[src/rtl/rain_frame_sequencer.sv]
// Frame/palette sequencer for the glyph-rain animation, running in the pixel clock domain.
// Optional macro RAIN_SEQ_REVERSE_EN adds a 'reverse' input that counts frames down while in RUN.
module rain_frame_sequencer #(
  parameter int FRAME_W   = 10,
  parameter int PAL_SHIFT = 8
) (
  input  logic               clk,
  input  logic               rst_n,
  input  logic               vsync_in,
  input  logic               pause,
  input  logic               step,
  input  logic [1:0]         speed,
  input  logic               pal_auto,
  input  logic [1:0]         pal_manual,
`ifdef RAIN_SEQ_REVERSE_EN
  input  logic               reverse,
`endif
  output logic [FRAME_W-1:0] frame,
  output logic               intro_done,
  output logic [1:0]         pal_sel,
  output logic               frame_tick,
  output logic               paused
);

  typedef enum logic [1:0] {ST_INTRO, ST_RUN, ST_PAUSED} state_t;

  localparam logic [FRAME_W-1:0] FRAME_ONE  = {{(FRAME_W-1){1'b0}}, 1'b1};
  localparam logic [FRAME_W-1:0] FRAME_LAST = {FRAME_W{1'b1}};

  state_t             r_state;
  state_t             w_nextState;
  logic               r_vsyncD;
  logic               r_stepD;
  logic [2:0]         r_prescaler;
  logic [2:0]         w_nextPrescaler;
  logic               r_stepPend;
  logic               w_nextStepPend;
  logic [FRAME_W-1:0] r_frame;
  logic [FRAME_W-1:0] w_frameNext;
  logic               r_introDone;
  logic [1:0]         r_palSel;
  logic               r_frameTick;
  logic               w_vrise;
  logic               w_srise;
  logic               w_advance;
  logic               w_decrement;
  logic               w_wrap;
  logic               w_palHit;
  logic [2:0]         w_limit;

  assign w_vrise = vsync_in & ~r_vsyncD;
  assign w_srise = step & ~r_stepD;

`ifdef RAIN_SEQ_REVERSE_EN
  assign w_decrement = reverse & (r_state == ST_RUN);
`else
  assign w_decrement = 1'b0;
`endif

  assign w_frameNext = w_decrement ? (r_frame - FRAME_ONE) : (r_frame + FRAME_ONE);
  // Only an upward wrap from all-ones ends the intro; reverse wraps never do.
  assign w_wrap      = ~w_decrement & (r_frame == FRAME_LAST);
  assign w_palHit    = w_decrement ? (&w_frameNext[PAL_SHIFT-1:0])
                                   : (~|w_frameNext[PAL_SHIFT-1:0]);

  always_comb begin
    w_limit = 3'd0;
    case (speed)
      2'd0:    w_limit = 3'd0;
      2'd1:    w_limit = 3'd1;
      2'd2:    w_limit = 3'd3;
      default: w_limit = 3'd7;
    endcase
  end

  always_comb begin
    w_nextState     = r_state;
    w_nextPrescaler = r_prescaler;
    w_nextStepPend  = r_stepPend;
    w_advance       = 1'b0;
    case (r_state)
      ST_INTRO, ST_RUN: begin
        if (w_vrise) begin
          if (pause) begin
            w_nextState = ST_PAUSED;
          end else if (r_prescaler == w_limit) begin
            w_advance       = 1'b1;
            w_nextPrescaler = 3'd0;
          end else if (r_prescaler > w_limit) begin
            w_nextPrescaler = 3'd0;
          end else begin
            w_nextPrescaler = r_prescaler + 3'd1;
          end
        end
      end
      ST_PAUSED: begin
        // A step edge in the same cycle as vsync is consumed by that vsync.
        w_nextStepPend = r_stepPend | w_srise;
        if (w_vrise) begin
          if (!pause) begin
            w_nextState    = r_introDone ? ST_RUN : ST_INTRO;
            w_nextStepPend = 1'b0;
          end else if (w_nextStepPend) begin
            w_advance      = 1'b1;
            w_nextStepPend = 1'b0;
          end
        end
      end
      default: w_nextState = ST_INTRO;
    endcase
    if (w_advance && w_wrap && (r_state == ST_INTRO)) w_nextState = ST_RUN;
  end

  always_ff @(posedge clk) begin
    if (!rst_n) begin
      r_state     <= ST_INTRO;
      r_vsyncD    <= 1'b1;
      r_stepD     <= 1'b1;
      r_prescaler <= 3'd0;
      r_stepPend  <= 1'b0;
      r_frame     <= '0;
      r_introDone <= 1'b0;
      r_palSel    <= 2'd0;
      r_frameTick <= 1'b0;
    end else begin
      r_state     <= w_nextState;
      r_vsyncD    <= vsync_in;
      r_stepD     <= step;
      r_prescaler <= w_nextPrescaler;
      r_stepPend  <= w_nextStepPend;
      r_frameTick <= w_advance;
      if (w_advance) r_frame <= w_frameNext;
      if (w_advance && w_wrap) r_introDone <= 1'b1;
      if (!pal_auto) r_palSel <= pal_manual;
      else if (w_advance && w_palHit) r_palSel <= r_palSel + 2'd1;
    end
  end

  assign frame      = r_frame;
  assign intro_done = r_introDone;
  assign pal_sel    = r_palSel;
  assign frame_tick = r_frameTick;
  assign paused     = (r_state == ST_PAUSED);

endmodule

[config.mk]
export PLATFORM = sky130hd
export DESIGN_NAME = rain_frame_sequencer
export DESIGN_NICKNAME = d
export VERILOG_FILES = /design/src/rtl/rain_frame_sequencer.sv
export SDC_FILE = /design/constraint.sdc
export NUM_CORES = 1
export LEC_CHECK = 0
export CELL_PAD_IN_SITES_DETAIL_PLACEMENT = 1
export CELL_PAD_IN_SITES_GLOBAL_PLACEMENT = 1
export CORE_MARGIN = 2
export CORE_UTILIZATION = 38
export CTS_CLUSTER_SIZE = 12
export DETAILED_ROUTE_END_ITERATION = 12
export PLACE_DENSITY_LB_ADDON = 0.1
export SLEW_MARGIN = 10
export SYNTH_ARGS = -nofsm -noshare
export SYNTH_HDL_FRONTEND = slang
export SYNTH_SLANG_ARGS = --single-unit
export TNS_END_PERCENT = 20
[constraint.sdc]
create_clock -name clk -period 2.64 [get_ports clk]
set_clock_uncertainty 0.05 [all_clocks]
set_input_delay 0.396 -clock clk [delete_from_list [all_inputs] [get_ports clk]]
set_output_delay 0.396 -clock clk [all_outputs]
set_load 0.01 [all_outputs]
==> flow_metrics.env, run 1 <==
export IMPL_cap_violations=0
export IMPL_place_ws_ns=-0.204
export IMPL_reg2reg_depth=6
export IMPL_cpMaxStageDelayCell="clkdlybuf4s50_1"
export IMPL_period_share_pct=93.8
export IMPL_ys_seq_area_share_pct=34.0
export IMPL_hold_buffers=0
export IMPL_synth_ff_type="dfxtp_1"
export IMPL_p_total_uw=568
export IMPL_grt_pass1_vias=1208
export IMPL_swShare_pct=24.9
export IMPL_grt_pass1_wl_mm=5.62
export IMPL_status="complete, no violations"
export IMPL_power_internal_uw=427
export IMPL_grt_max_degree=20
export IMPL_syn_area_um2=1290
export IMPL_gp_congestion=0.757
export IMPL_first_iter_violations=43
export IMPL_fp_coreArea_um2=3310
export IMPL_cts_tree="done"
export IMPL_via_count=1179
export IMPL_grt_usage_pct=18.0
export IMPL_finalSetupViolations=0
export IMPL_drt_wl_total_mm=3.13
export IMPL_syn_area_per_cell_um2=8.58
export IMPL_rows=21
export IMPL_synth_edf_count=0
export IMPL_finalMaxSlewViolations=0
export IMPL_cp_num_buf_inv=1
export IMPL_clock_fmax_mhz=404
export IMPL_use_met1_pct=22.3
export IMPL_use_met3_pct=3.06
export IMPL_reg2reg_slack_ns=0.55
export IMPL_vias_per_cell=5.22
export IMPL_nets=198
export IMPL_crit_path_end_kind="flip-flop"
export IMPL_cts_buffers=3
export IMPL_hpwl_mm=2.41
export IMPL_stdcell_count=226
export IMPL_antenna_found_initial=0
export IMPL_crit_type="in2reg"
export IMPL_synth_compound_area_share_pct=15.2
export IMPL_holdWs_ns=0.457
export IMPL_yosys_cell_types_count=38
export IMPL_r2r_start="frame[0]"
export IMPL_max_slew_margin_pct=57.2
export IMPL_final_min_clock_period_ns=2.48
export IMPL_fin_util_pct=49.6
export IMPL_slowest_delay_ns=0.42
export IMPL_clock_sinks=22
export IMPL_hold_path_depth=2
export IMPL_final_common_cell="clkdlybuf4s50_1"
export IMPL_syn2layout_area_growth_pct=26.8
export IMPL_wire_per_inst_um=13.8
export IMPL_clk_latency_ns=0.31
export IMPL_grt_use_met2_pct=31.1
export IMPL_die_w_um=62.4
export IMPL_synth_top_family_by_area="simple AND/OR/NAND/NOR gates"
export IMPL_power_density_nw_per_um2=346
export IMPL_synth_seq_cells=22
export IMPL_switching_power_uw=141
export IMPL_worstMarginPinSlew_ns=0.639
export IMPL_p_seq_share_pct=60.3
export IMPL_synth_simple_gate_area_share_pct=33.6
export IMPL_firstDrtPassIters=4
export IMPL_io_buffer_count=24
export IMPL_synth_xor_area_share_pct=2.03
export IMPL_hold_viol_final=0
export IMPL_arrival_ns=2.65
export IMPL_clock_path_buffers=2
export IMPL_power_frac_comb_pct=11.9
export IMPL_synth_nets=167
export IMPL_leakagePower_nw=0.682
export IMPL_cp_top_family="compound AO/OA/AOI/OAI gates"
export IMPL_worstPathCellList="clkdlybuf4s50_1 > or2_2 > ha_1 > nand3_1 > or3_4 > a221oi_4 > a21boi_1 > o311a_1"
export IMPL_async_flop_share_pct=0
export IMPL_postRouteAntennaNets=0
export IMPL_dp_cells=223
export IMPL_htree_num_levels=1
export IMPL_r2r_end="pal_sel[0]"
export IMPL_syn_instance_count=151
export IMPL_synth_adder_area_share_pct=5.80
export IMPL_initial_core_util_pct=39.1
export IMPL_cp_data_required_time_ns=2.81
export IMPL_vdd_drop_max_v=0.000184
export IMPL_post_cts_resized=0
export IMPL_clock_power_share_pct=27.8
export IMPL_io_pin_count=25
export IMPL_clk_pin_slew_ns=0.13
export IMPL_min_delay_start="r_stepPend"
export IMPL_critPathLaunchType="input pin"
export IMPL_antenna_cells=0
export IMPL_grt_overflow=0
export IMPL_gr_max_usage_layer="met2"
export IMPL_fin_ws_ns=0.164
export IMPL_drcViolationCount=0
export IMPL_final_cell_mix="clkdlybuf4s50_1, dfxtp_1, nand2_1, nand2b_1"
export IMPL_hold_end="r_stepPend"
export IMPL_path_max_fanout=5
export IMPL_rsz0062_at_grt="no"
export IMPL_post_cts_buffers=0
export IMPL_root_buffer="clkbuf_4"
export IMPL_drive_above_1_share_pct=8.33
export IMPL_synth_area_mux_share_pct=6.18
export IMPL_die_h_um=62.4
export IMPL_die_area_um2=3890
export IMPL_hold_class="reg2reg"
export IMPL_ys_warn_count=0
worst reg2reg max path: stages (launching register included):
cell	delay, ns
dfxtp_1	0.40
ha_1	0.29
or4b_1	0.49
a211o_1	0.28
nand2_1	0.09
a21boi_1	0.07
o311a_1	0.33
layer usage:
metal | share of wire (%) | vias up
li1 | - | 595
met1 | 45 | 563
met2 | 51 | 16
met3 | 2.3 | 5
met4 | 1.9 | 0
met5 | 0 | -
cell usage after synthesis (2+ instances only):
library cell | count | area share (%)
ha_1 | 6 | 5.8
xor2_1 | 3 | 2.0
a21oi_1 | 4 | 1.5
a211oi_1 | 2 | 1.2
mux2i_1 | 8 | 6.2
and3_1 | 7 | 3.4
nand3_1 | 4 | 1.5
nor3b_1 | 2 | 1.2
nand4_1 | 3 | 1.4
a211o_1 | 2 | 1.4
clkbuf_1 | 3 | 0.87
and2_1 | 7 | 3.4
nor2b_1 | 4 | 1.9
dfxtp_1 | 22 | 34
o21ai_0 | 4 | 1.5
o211ai_1 | 3 | 1.7
nand3b_1 | 2 | 1.2
nand2b_1 | 11 | 5.3
nand2_1 | 20 | 5.8
nor2_1 | 6 | 1.7
nor3_1 | 3 | 1.2
inv_1 | 8 | 2.3
or2_2 | 2 | 0.97
final cells by class:
type | count | area, um2
fillers | 420 | 1670
flip-flops and latches | 22 | 440
inverters | 8 | 30.0
clock buffers | 3 | 22.5
multi-input cells | 118 | 813
repair buffers | 29 | 278
well taps | 46 | 57.6
worst max-delay path by stage:
stage | startpoint | to | depth (start not counted)
after detailed placement | speed[1] | pal_sel[0] | 8
after floorplan | speed[1] | pal_sel[0] | 7
after global routing | speed[1] | pal_sel[0] | 8
after CTS | speed[1] | pal_sel[0] | 8
final | speed[1] | pal_sel[0] | 8
after global placement | speed[1] | pal_sel[0] | 8
cell families after synthesis:
family,after synthesis
DFF,22
adders and majority gates,6
muxes,8
and+or+nand+nor,77
xor gates and xnor gates,3
buffers and inverters,11
AOI/OAI and AO/OA,24
registers in the layout, summed over array words and instances, names as in the netlist:
| signal | count |
|---|---|
| frame | 10 |
| frame_tick | 1 |
| intro_done | 1 |
| pal_sel | 2 |
| r_prescaler | 3 |
| r_state | 2 |
| r_stepD | 1 |
| r_stepPend | 1 |
| r_vsyncD | 1 |
per-stage QoR:
| stage | area, um2 | setup TNS [ns] |
|---|---|---|
| after CTS | 1640 | 0 |
| after global routing | 1640 | 0 |
| after detailed placement | 1620 | -1.14 |
| after floorplan | 1290 | 0 |
| after global placement | 1620 | -0.480 |
| final | 1640 | 0 |
power by group through the flow:
stage / Sequential, mW / Combinational, mW / Clock, mW
final: 0.343 / 0.0677 / 0.158
after global placement: 0.349 / 0.0655 / 0
after global routing: 0.344 / 0.0760 / 0.185
after CTS: 0.343 / 0.0687 / 0.168
after floorplan: 0.350 / 0.0351 / 0
after detailed placement: 0.350 / 0.0684 / 0
Note: power is estimated with default switching activity, not from simulation.
==> inputs of run 2 (changes only) <==
--- a/config.mk
+++ b/config.mk
@@ -11,6 +11,7 @@
 export CORE_UTILIZATION = 38
 export CTS_CLUSTER_SIZE = 12
 export DETAILED_ROUTE_END_ITERATION = 12
+export GPL_TIMING_DRIVEN = 0
 export PLACE_DENSITY_LB_ADDON = 0.1
 export SLEW_MARGIN = 10
 export SYNTH_ARGS = -nofsm -noshare
==> run 2 against run 1 <==
Fmax down 2.8%; die area unchanged; first-iteration DRC count down 47%; cell area unchanged; clock power up 23%; global-route usage down 0.47 points; combinational power up 2%; register-to-register slack worse by 0.05 ns; critical path depth unchanged; sequential power about the same.
==> flow_metrics.env, run 2 (synthesis results as in run 1) <==
export IMPL_hpwl_mm=2.41
export IMPL_clock_sinks=22
export IMPL_grt_pass1_wl_mm=5.62
export IMPL_fillCellCount=411
export IMPL_syn2layout_area_growth_pct=26.8
export IMPL_io_buffer_count=24
export IMPL_grt_overflow=0
export IMPL_cap_violations=0
export IMPL_cts_tree="done"
export IMPL_rows=21
export IMPL_vias_per_cell=5.24
export IMPL_drive_above_1_share_pct=6.70
export IMPL_period_share_pct=96.5
export IMPL_rsz0062_at_grt="yes"
export IMPL_multi_input_area_um2=826
export IMPL_antenna_cells=0
export IMPL_nets=196
export IMPL_gp_congestion=0.767
export IMPL_arrival_ns=2.72
export IMPL_htree_num_levels=1
export IMPL_postRouteAntennaNets=0
export IMPL_place_ws_ns=-0.310
export IMPL_hold_buffers=0
export IMPL_firstDrtPassIters=4
export IMPL_first_iter_violations=23
export IMPL_dpl_instance_area_um2=1590
export IMPL_clock_fmax_mhz=393
export IMPL_status="complete, no violations"
export IMPL_final_common_cell="clkdlybuf4s50_1"
export IMPL_drt_wl_total_mm=3.20
export IMPL_fin_area_um2=1640
export IMPL_crit_type="in2reg"
export IMPL_grt_max_degree=13
export IMPL_fin_ws_ns=0.0931
export IMPL_die_h_um=62.4
export IMPL_die_area_um2=3890
export IMPL_critPathLaunchType="input pin"
export IMPL_hold_viol_final=0
export IMPL_grt_usage_pct=17.6
export IMPL_wire_per_inst_um=14.2
export IMPL_finalSetupViolations=0
export IMPL_root_buffer="clkbuf_4"
export IMPL_reg2reg_slack_ns=0.50
export IMPL_power_density_nw_per_um2=369
export IMPL_regArea_um2=440
export IMPL_clk_pin_slew_ns=0.14
export IMPL_cp_data_required_time_ns=2.81
export IMPL_holdWs_ns=0.453
export IMPL_drcViolationCount=0
export IMPL_clk_latency_ns=0.31
export IMPL_fp_coreArea_um2=3310
export IMPL_post_cts_buffers=0
export IMPL_grt_pass1_vias=1237
export IMPL_io_pin_count=25
export IMPL_worstMarginPinSlew_ns=0.786
export IMPL_die_w_um=62.4
export IMPL_final_min_clock_period_ns=2.55
export IMPL_leakagePower_nw=0.667
export IMPL_hold_class="reg2reg"
export IMPL_finalMaxSlewViolations=0
export IMPL_initial_core_util_pct=39.1
export IMPL_vdd_drop_max_v=0.000151
export IMPL_largest_register_ffs=10
export IMPL_max_slew_margin_pct=47.4
export IMPL_antenna_found_initial=0
export IMPL_clock_path_buffers=2
export IMPL_final_cell_mix="clkdlybuf4s50_1, dfxtp_1, nand2_1, nand2b_1"
export IMPL_path_max_fanout=5
export IMPL_crit_path_end_kind="flip-flop"
export IMPL_cts_buffers=3
export IMPL_post_cts_resized=0
export IMPL_via_count=1179
-- run 2: area by class of cell --
class                   instances  share of cell area (%)
well taps                      46                    3.51
flip-flops and latches         22                    26.8
plain buffers                   3                   0.686
clock buffers                   4                    2.21
inverters                       8                    1.83
repair buffers                 24                    14.6
multi-input cells             118                    50.3
-- run 2: power by group --
part           switching [mW]  internal [mW]  total, mW
combinational          0.0340         0.0353     0.0693
clock                   0.110         0.0842      0.194
sequential            0.00474          0.338      0.342
-- run 2: through the flow --
step | power (mW) | setup TNS, ns | std cells | utilization [%]
floorplan | 0.385 | 0 | 151 | -
global placement | 0.415 | -2.08 | 221 | 48.1
detailed placement | 0.419 | -2.68 | 221 | 48.1
CTS | 0.616 | 0 | 225 | 49.2
global route | 0.643 | -0.0254 | 225 | 49.6
finish | 0.606 | 0 | 225 | 49.6
-- run 2: final timing paths --
path / startpoint / endpoint / depth (start not counted)
worst max-delay path: speed[1] / pal_sel[0] / 8
worst max register to register: r_prescaler[0] / pal_sel[0] / 7
worst min register to register: r_stepPend / r_stepPend / 2
worst min-delay path: r_stepPend / r_stepPend / 2
-- run 2: critical path, stage by stage --
cell             delay [ns]
clkdlybuf4s50_1        0.44
or2_2                  0.32
ha_1                   0.30
nand3_1                0.09
or3_4                  0.39
a221oi_4               0.35
a21boi_1               0.11
o311a_1                0.33
-- run 2: metal layers --
metal	vias up	global-route usage [%]	share of wire, %
met2	15	30.7	49
li1	589	-	-
met5	-	0	0
met3	2	2.70	2.7
met4	0	3.89	0.47
met1	573	23.0	48
==> inputs of run 3 (changes only) <==
--- a/config.mk
+++ b/config.mk
@@ -5,15 +5,16 @@
 export SDC_FILE = /design/constraint.sdc
 export NUM_CORES = 1
 export LEC_CHECK = 0
+export CAP_MARGIN = 10
 export CELL_PAD_IN_SITES_DETAIL_PLACEMENT = 1
 export CELL_PAD_IN_SITES_GLOBAL_PLACEMENT = 1
+export CORE_ASPECT_RATIO = 0.7
 export CORE_MARGIN = 2
 export CORE_UTILIZATION = 38
 export CTS_CLUSTER_SIZE = 12
 export DETAILED_ROUTE_END_ITERATION = 12
 export GPL_TIMING_DRIVEN = 0
 export PLACE_DENSITY_LB_ADDON = 0.1
-export SLEW_MARGIN = 10
 export SYNTH_ARGS = -nofsm -noshare
 export SYNTH_HDL_FRONTEND = slang
 export SYNTH_SLANG_ARGS = --single-unit
==> run 3 against run 2 <==
Worst setup slack improved by 0.24 ns; count of clock-buffer cells in the layout unchanged; core utilization increased by 3.0 points; non-clock buffer count increased by 1; register-to-register slack got worse by 0.07 ns; cell count increased by 0.89%; largest cell class unchanged; critical path type unchanged; total power increased by 9.0%.
==> flow_metrics.env, run 3 (synthesis results as in run 1) <==
export IMPL_status="complete, no violations"
export IMPL_die_w_um=73.8
export IMPL_hpwl_mm=2.72
export IMPL_regArea_um2=440
export IMPL_leakagePower_nw=0.700
export IMPL_worst_path_stages=8
export IMPL_htree_num_levels=1
export IMPL_cpMaxStageDelayCell="a211oi_1"
export IMPL_first_iter_violations=69
export IMPL_clk_latency_ns=0.26
export IMPL_period_share_pct=87.2
export IMPL_reg2reg_depth=7
export IMPL_initial_core_util_pct=40.3
export IMPL_reg2reg_slack_ns=0.43
export IMPL_final_cell_mix="dfxtp_1, clkdlybuf4s50_1, nand2_1, nand2b_1"
export IMPL_die_h_um=52.8
export IMPL_grt_usage_pct=20.0
export IMPL_final_min_clock_period_ns=2.30
export IMPL_p_seq_share_pct=51.8
export IMPL_fillCellCount=375
export IMPL_max_slew_margin_pct=46.8
export IMPL_power_frac_comb_pct=11.0
export IMPL_worstPathCellList="dlymetal6s2s_1 > or2_4 > ha_4 > nand3_1 > or3_4 > a211oi_1 > nand4_1 > mux2i_1"
export IMPL_rows=17
export IMPL_fin_area_um2=1690
export IMPL_hold_end="frame[8]"
export IMPL_grt_max_degree=13
export IMPL_antenna_found_initial=0
export IMPL_r2r_end="frame[9]"
export IMPL_dpl_instance_area_um2=1590
export IMPL_hold_class="reg2reg"
export IMPL_fp_coreArea_um2=3210
export IMPL_gp_congestion=0.784
export IMPL_root_buffer="clkbuf_8"
export IMPL_firstDrtPassIters=4
export IMPL_cp_data_required_time_ns=2.74
export IMPL_drt_wl_total_mm=3.54
export IMPL_syn2layout_area_growth_pct=30.3
export IMPL_cts_buffers=3
export IMPL_postRouteAntennaNets=0
export IMPL_crit_start="speed[1]"
export IMPL_wire_per_inst_um=15.6
export IMPL_fin_ws_ns=0.338
export IMPL_via_count=1188
export IMPL_r2r_start="r_prescaler[0]"
export IMPL_nets=197
export IMPL_finalMaxSlewViolations=0
export IMPL_critPathLaunchType="input pin"
export IMPL_antenna_cells=0
export IMPL_grt_pass1_vias=1167
export IMPL_drive_above_1_share_pct=7.78
export IMPL_finalSetupViolations=0
export IMPL_path_max_fanout=5
export IMPL_cp_top_family="simple AND/OR/NAND/NOR gates"
export IMPL_grt_pass1_wl_mm=5.76
export IMPL_cp_num_buf_inv=1
export IMPL_crit_type="in2reg"
export IMPL_switching_power_uw=154
export IMPL_vias_per_cell=5.23
export IMPL_hold_viol_final=0
export IMPL_rsz0062_at_grt="no"
export IMPL_slowest_delay_ns=0.50
export IMPL_place_ws_ns=-0.305
export IMPL_p_total_uw=660
export IMPL_cts_tree="done"
export IMPL_largest_register_ffs=10
export IMPL_power_density_nw_per_um2=391
export IMPL_crit_path_end_kind="flip-flop"
export IMPL_arrival_ns=2.41
export IMPL_clock_power_share_pct=37.2
export IMPL_multi_input_area_um2=840
export IMPL_dp_cells=222
export IMPL_io_buffer_count=24
export IMPL_stdcell_count=227
export IMPL_swShare_pct=23.3
export IMPL_clk_pin_slew_ns=0.08
export IMPL_drcViolationCount=0
export IMPL_clock_sinks=22
export IMPL_clock_path_buffers=2
export IMPL_grt_overflow=0
export IMPL_hold_path_depth=2
export IMPL_power_internal_uw=507
export IMPL_clock_fmax_mhz=434
export IMPL_vdd_drop_max_v=0.000247
export IMPL_die_area_um2=3900
export IMPL_io_pin_count=25
export IMPL_cap_violations=0
export IMPL_min_delay_start="frame[8]"
export IMPL_worstMarginPinSlew_ns=0.794
run 3: cell types whose count changed in the layout (fill, tap and decap cells not counted), moves of 2 or more:
cell | before | now
clkbuf_4 | 3 | 0
clkbuf_8 | 1 | 4
clkdlybuf4s50_1 | 24 | 22
dlymetal6s2s_1 | 0 | 2
run 3: stage by stage:
stage	utilization, %	setup TNS [ns]	hold WS (ns)
finish	52.6	0	0.458
global placement	49.6	-1.91	0.398
global route	52.6	0	0.492
detailed placement	49.6	-2.61	0.450
CTS	51.6	0	0.463
floorplan	-	0	0.387
run 3: layout make-up:
type                       count  share of cell area, %
multi-input combinational    118                   49.7
sequential                    22                   26.1
timing repair buffer          25                   15.0
tap                           47                   3.48
clock buffer                   4                   3.26
inverter                       8                   1.78
buffer                         3                  0.667
run 3: power by group through the flow:
| stage | clock (mW) | sequential, mW | combinational, mW |
|---|---|---|---|
| floorplan | 0 | 0.350 | 0.0351 |
| global placement | 0 | 0.349 | 0.0663 |
| detailed placement | 0 | 0.350 | 0.0707 |
| CTS | 0.254 | 0.342 | 0.0717 |
| global route | 0.268 | 0.343 | 0.0802 |
| finish | 0.245 | 0.342 | 0.0728 |
run 3: layer usage:
| metal | global-route usage [%] | wire length [um] | vias up |
|---|---|---|---|
| li1 | - | - | 595 |
| met1 | 27.7 | 1740 | 573 |
| met2 | 31.5 | 1670 | 18 |
| met3 | 5.00 | 110 | 2 |
| met4 | 3.64 | 14 | 0 |
| met5 | 0 | 0 | - |
run 3: worst max-delay path by stage:
stage                 end  slack (ns)
3_5_place_dp     frame[8]       -0.30
4_1_cts        pal_sel[0]       0.007
6_report         frame[9]        0.34
3_3_place_gp     frame[8]       -0.27
2_1_floorplan  pal_sel[0]        0.36
5_1_grt        pal_sel[0]        0.27
run 3: repair_timing:
item,in CTS,in global routing
pin swaps,1,3
endpoints found under the setup margin,3,7
gates resized for setup,1,5
buffers inserted,0,1
hold buffers,0,0
run 3: worst register-to-register path: cells and delay by family (launching register included):
family	cells	cell delay, ns
and+or+nand+nor	3	0.69
adders and majority gates	1	0.27
muxes	1	0.15
buffers and inverters	1	0.10
AOI/OAI and AO/OA	1	0.50
DFF	1	0.34
==> variant: new RTL, config.mk and constraints of run 1 <==
Change the parameter `FRAME_W` from 10 to 12.
--- a/src/rtl/rain_frame_sequencer.sv
+++ b/src/rtl/rain_frame_sequencer.sv
@@ -3,3 +3,3 @@
 module rain_frame_sequencer #(
-  parameter int FRAME_W   = 10,
+  parameter int FRAME_W   = 12,
   parameter int PAL_SHIFT = 8
Ports: changed (resized frame); port bits go from 25 to 27. No check against the original RTL was run, so the function may have changed too.
==> variant against run 1 <==
- count of clock-buffer cells in the layout is 1 higher
- sequential cell count is 2 higher
- wire length is 6.8% higher
- first-iteration DRC count is 2.3% higher
- area after synthesis is 3.0% higher
- setup slack worse by 0.091 ns
- power is 14% higher
- via count is 8.8% higher
- cell area is 8.2% higher
- maximum frequency is 3.5% lower
==> variant: results (changes against run 1) <==
Detailed routing
  – Total number of vias: 1283 (+8.8%)
  – First DRT Iteration DRCs: 44 (+2.3%)
  – Vias/cell: 5.35 (+2.5%)
  – DRT Wirelength: 3340 um (+6.8%)

Worst setup path
  – CP arrival: 2.77 ns (+0.12 ns)
  – Critical path launch point: speed[1]
  – Worst reg2reg setup slack: 0.34 ns (-0.21 ns)
  – Worst-path maximum fanout: 4 (-1)

Synth
  – Mapped Nets: 174 (+4.2%)
  – Mapped Cells: 158 (+4.6%)
  – Register area share after synthesis: 0.360 (+0.0201)
  – Synth top area cells: dfxtp_1 (36%), ha_1 (5.6%), xnor2_1 (4.6%), a211oi_1 (3.9%), nor2_1 (3.9%)

Clock network
  – Clk slew on worst S/H paths: 0.15 ns (+0.02 ns)
  – Clock latency on the worst-skew pair: 0.33 ns (+0.02 ns)

Run status
  – Status: complete, no violations

Global routing
  – First-pass GRT wire length: 5860 um (+4.3%)
  – Total track usage: 0.180 (-0.000520)
  – Maximum number of pins on one net before global-route repair: 14 (-30%)

Place
  – Placed Cells incl. Taps: 236 (+5.8%)
  – Routability Congestion: 0.746 (-1.4%)
  – Final HPWL DP: 2530 um (+4.8%)
  – Buffers on Ports: 26 (+8.3%)

Timing
  – Worst Tran Pin Value: 0.568 ns (-0.0716 ns)

Pwr
  – Leakage: 0.650 nW (-4.7%)

Cells and area
  – Layout fillers: 433 (+3.1%)
  – Largest register FFs: 12 (+2)
==> variant: power by group through the flow <==
stage	combinational (W)	sequential, W	clock [W]
6_report	0.0000706	0.000373	0.000204
5_1_grt	0.0000783	0.000375	0.000228
4_1_cts	0.0000682	0.000373	0.000212
3_5_place_dp	0.0000673	0.000381	0
3_3_place_gp	0.0000645	0.000380	0
2_1_floorplan	0.0000330	0.000381	0
==> variant: worst max-delay path, stage by stage <==
cell             delay (ns)
clkdlybuf4s50_1        0.42
or2_2                  0.32
ha_4                   0.27
nand3_1                0.07
or3_4                  0.36
a221o_1                0.34
or3_1                  0.36
a311oi_2               0.24
==> variant: cell families (layout without fill, tap and decap cells) <==
| family | count (synthesis) | in the layout | synth area share |
|---|---|---|---|
| xor+xnor | 7 | 7 | 0.0460 |
| fa+ha+maj | 6 | 6 | 0.0563 |
| simple gates | 68 | 68 | 0.280 |
| mux | 4 | 4 | 0.0300 |
| compound gates | 33 | 33 | 0.172 |
| flops | 24 | 24 | 0.360 |
| buf+inv | 16 | 52 | 0.0563 |
==> variant: worst min path at each step <==
stage / cells after the start / startpoint / to / slack [ns]
2_1_floorplan: 2 / r_prescaler[2] / r_prescaler[2] / 0.41
3_3_place_gp: 2 / frame[8] / frame[8] / 0.42
3_5_place_dp: 2 / r_prescaler[2] / r_prescaler[2] / 0.44
4_1_cts: 2 / r_prescaler[2] / r_prescaler[2] / 0.46
5_1_grt: 2 / r_prescaler[2] / r_prescaler[2] / 0.48
6_report: 2 / frame[8] / frame[8] / 0.46
==> variant: layout make-up <==
class,instances,area share
multi-input cells,118,0.458
flip-flops and latches,24,0.271
repair buffers,38,0.197
well taps,46,0.0324
inverters,10,0.0211
clock buffers,4,0.0204
==> variant: repair_timing <==
action | 4_1_cts | 5_1_grt
resized for setup | 1 | 5
hold buffers | 0 | 0
endpoints found under the setup margin | 1 | 5
cloned | 0 | 0
pin swaps | 0 | 2
==> variant: per-stage QoR <==
step	instance area [um2]	TNS [ns]	setup WS (ns)	util
2_1_floorplan	1330	0	0.105	-
3_3_place_gp	1700	-2.51	-0.329	0.507
3_5_place_dp	1700	-3.33	-0.384	0.507
4_1_cts	1750	0	0.00124	0.519
5_1_grt	1780	-0.0449	-0.0224	0.528
6_report	1780	0	0.0727	0.528
==> variant: metal layers <==
metal	part of all wire	global-route usage	vias to the layer above	routed length, um
met5	0	0	-	0
met4	0.011	0.0571	0	37
met3	0.038	0.0375	5	128
met2	0.51	0.311	22	1710
met1	0.44	0.223	618	1470
li1	-	-	638	-
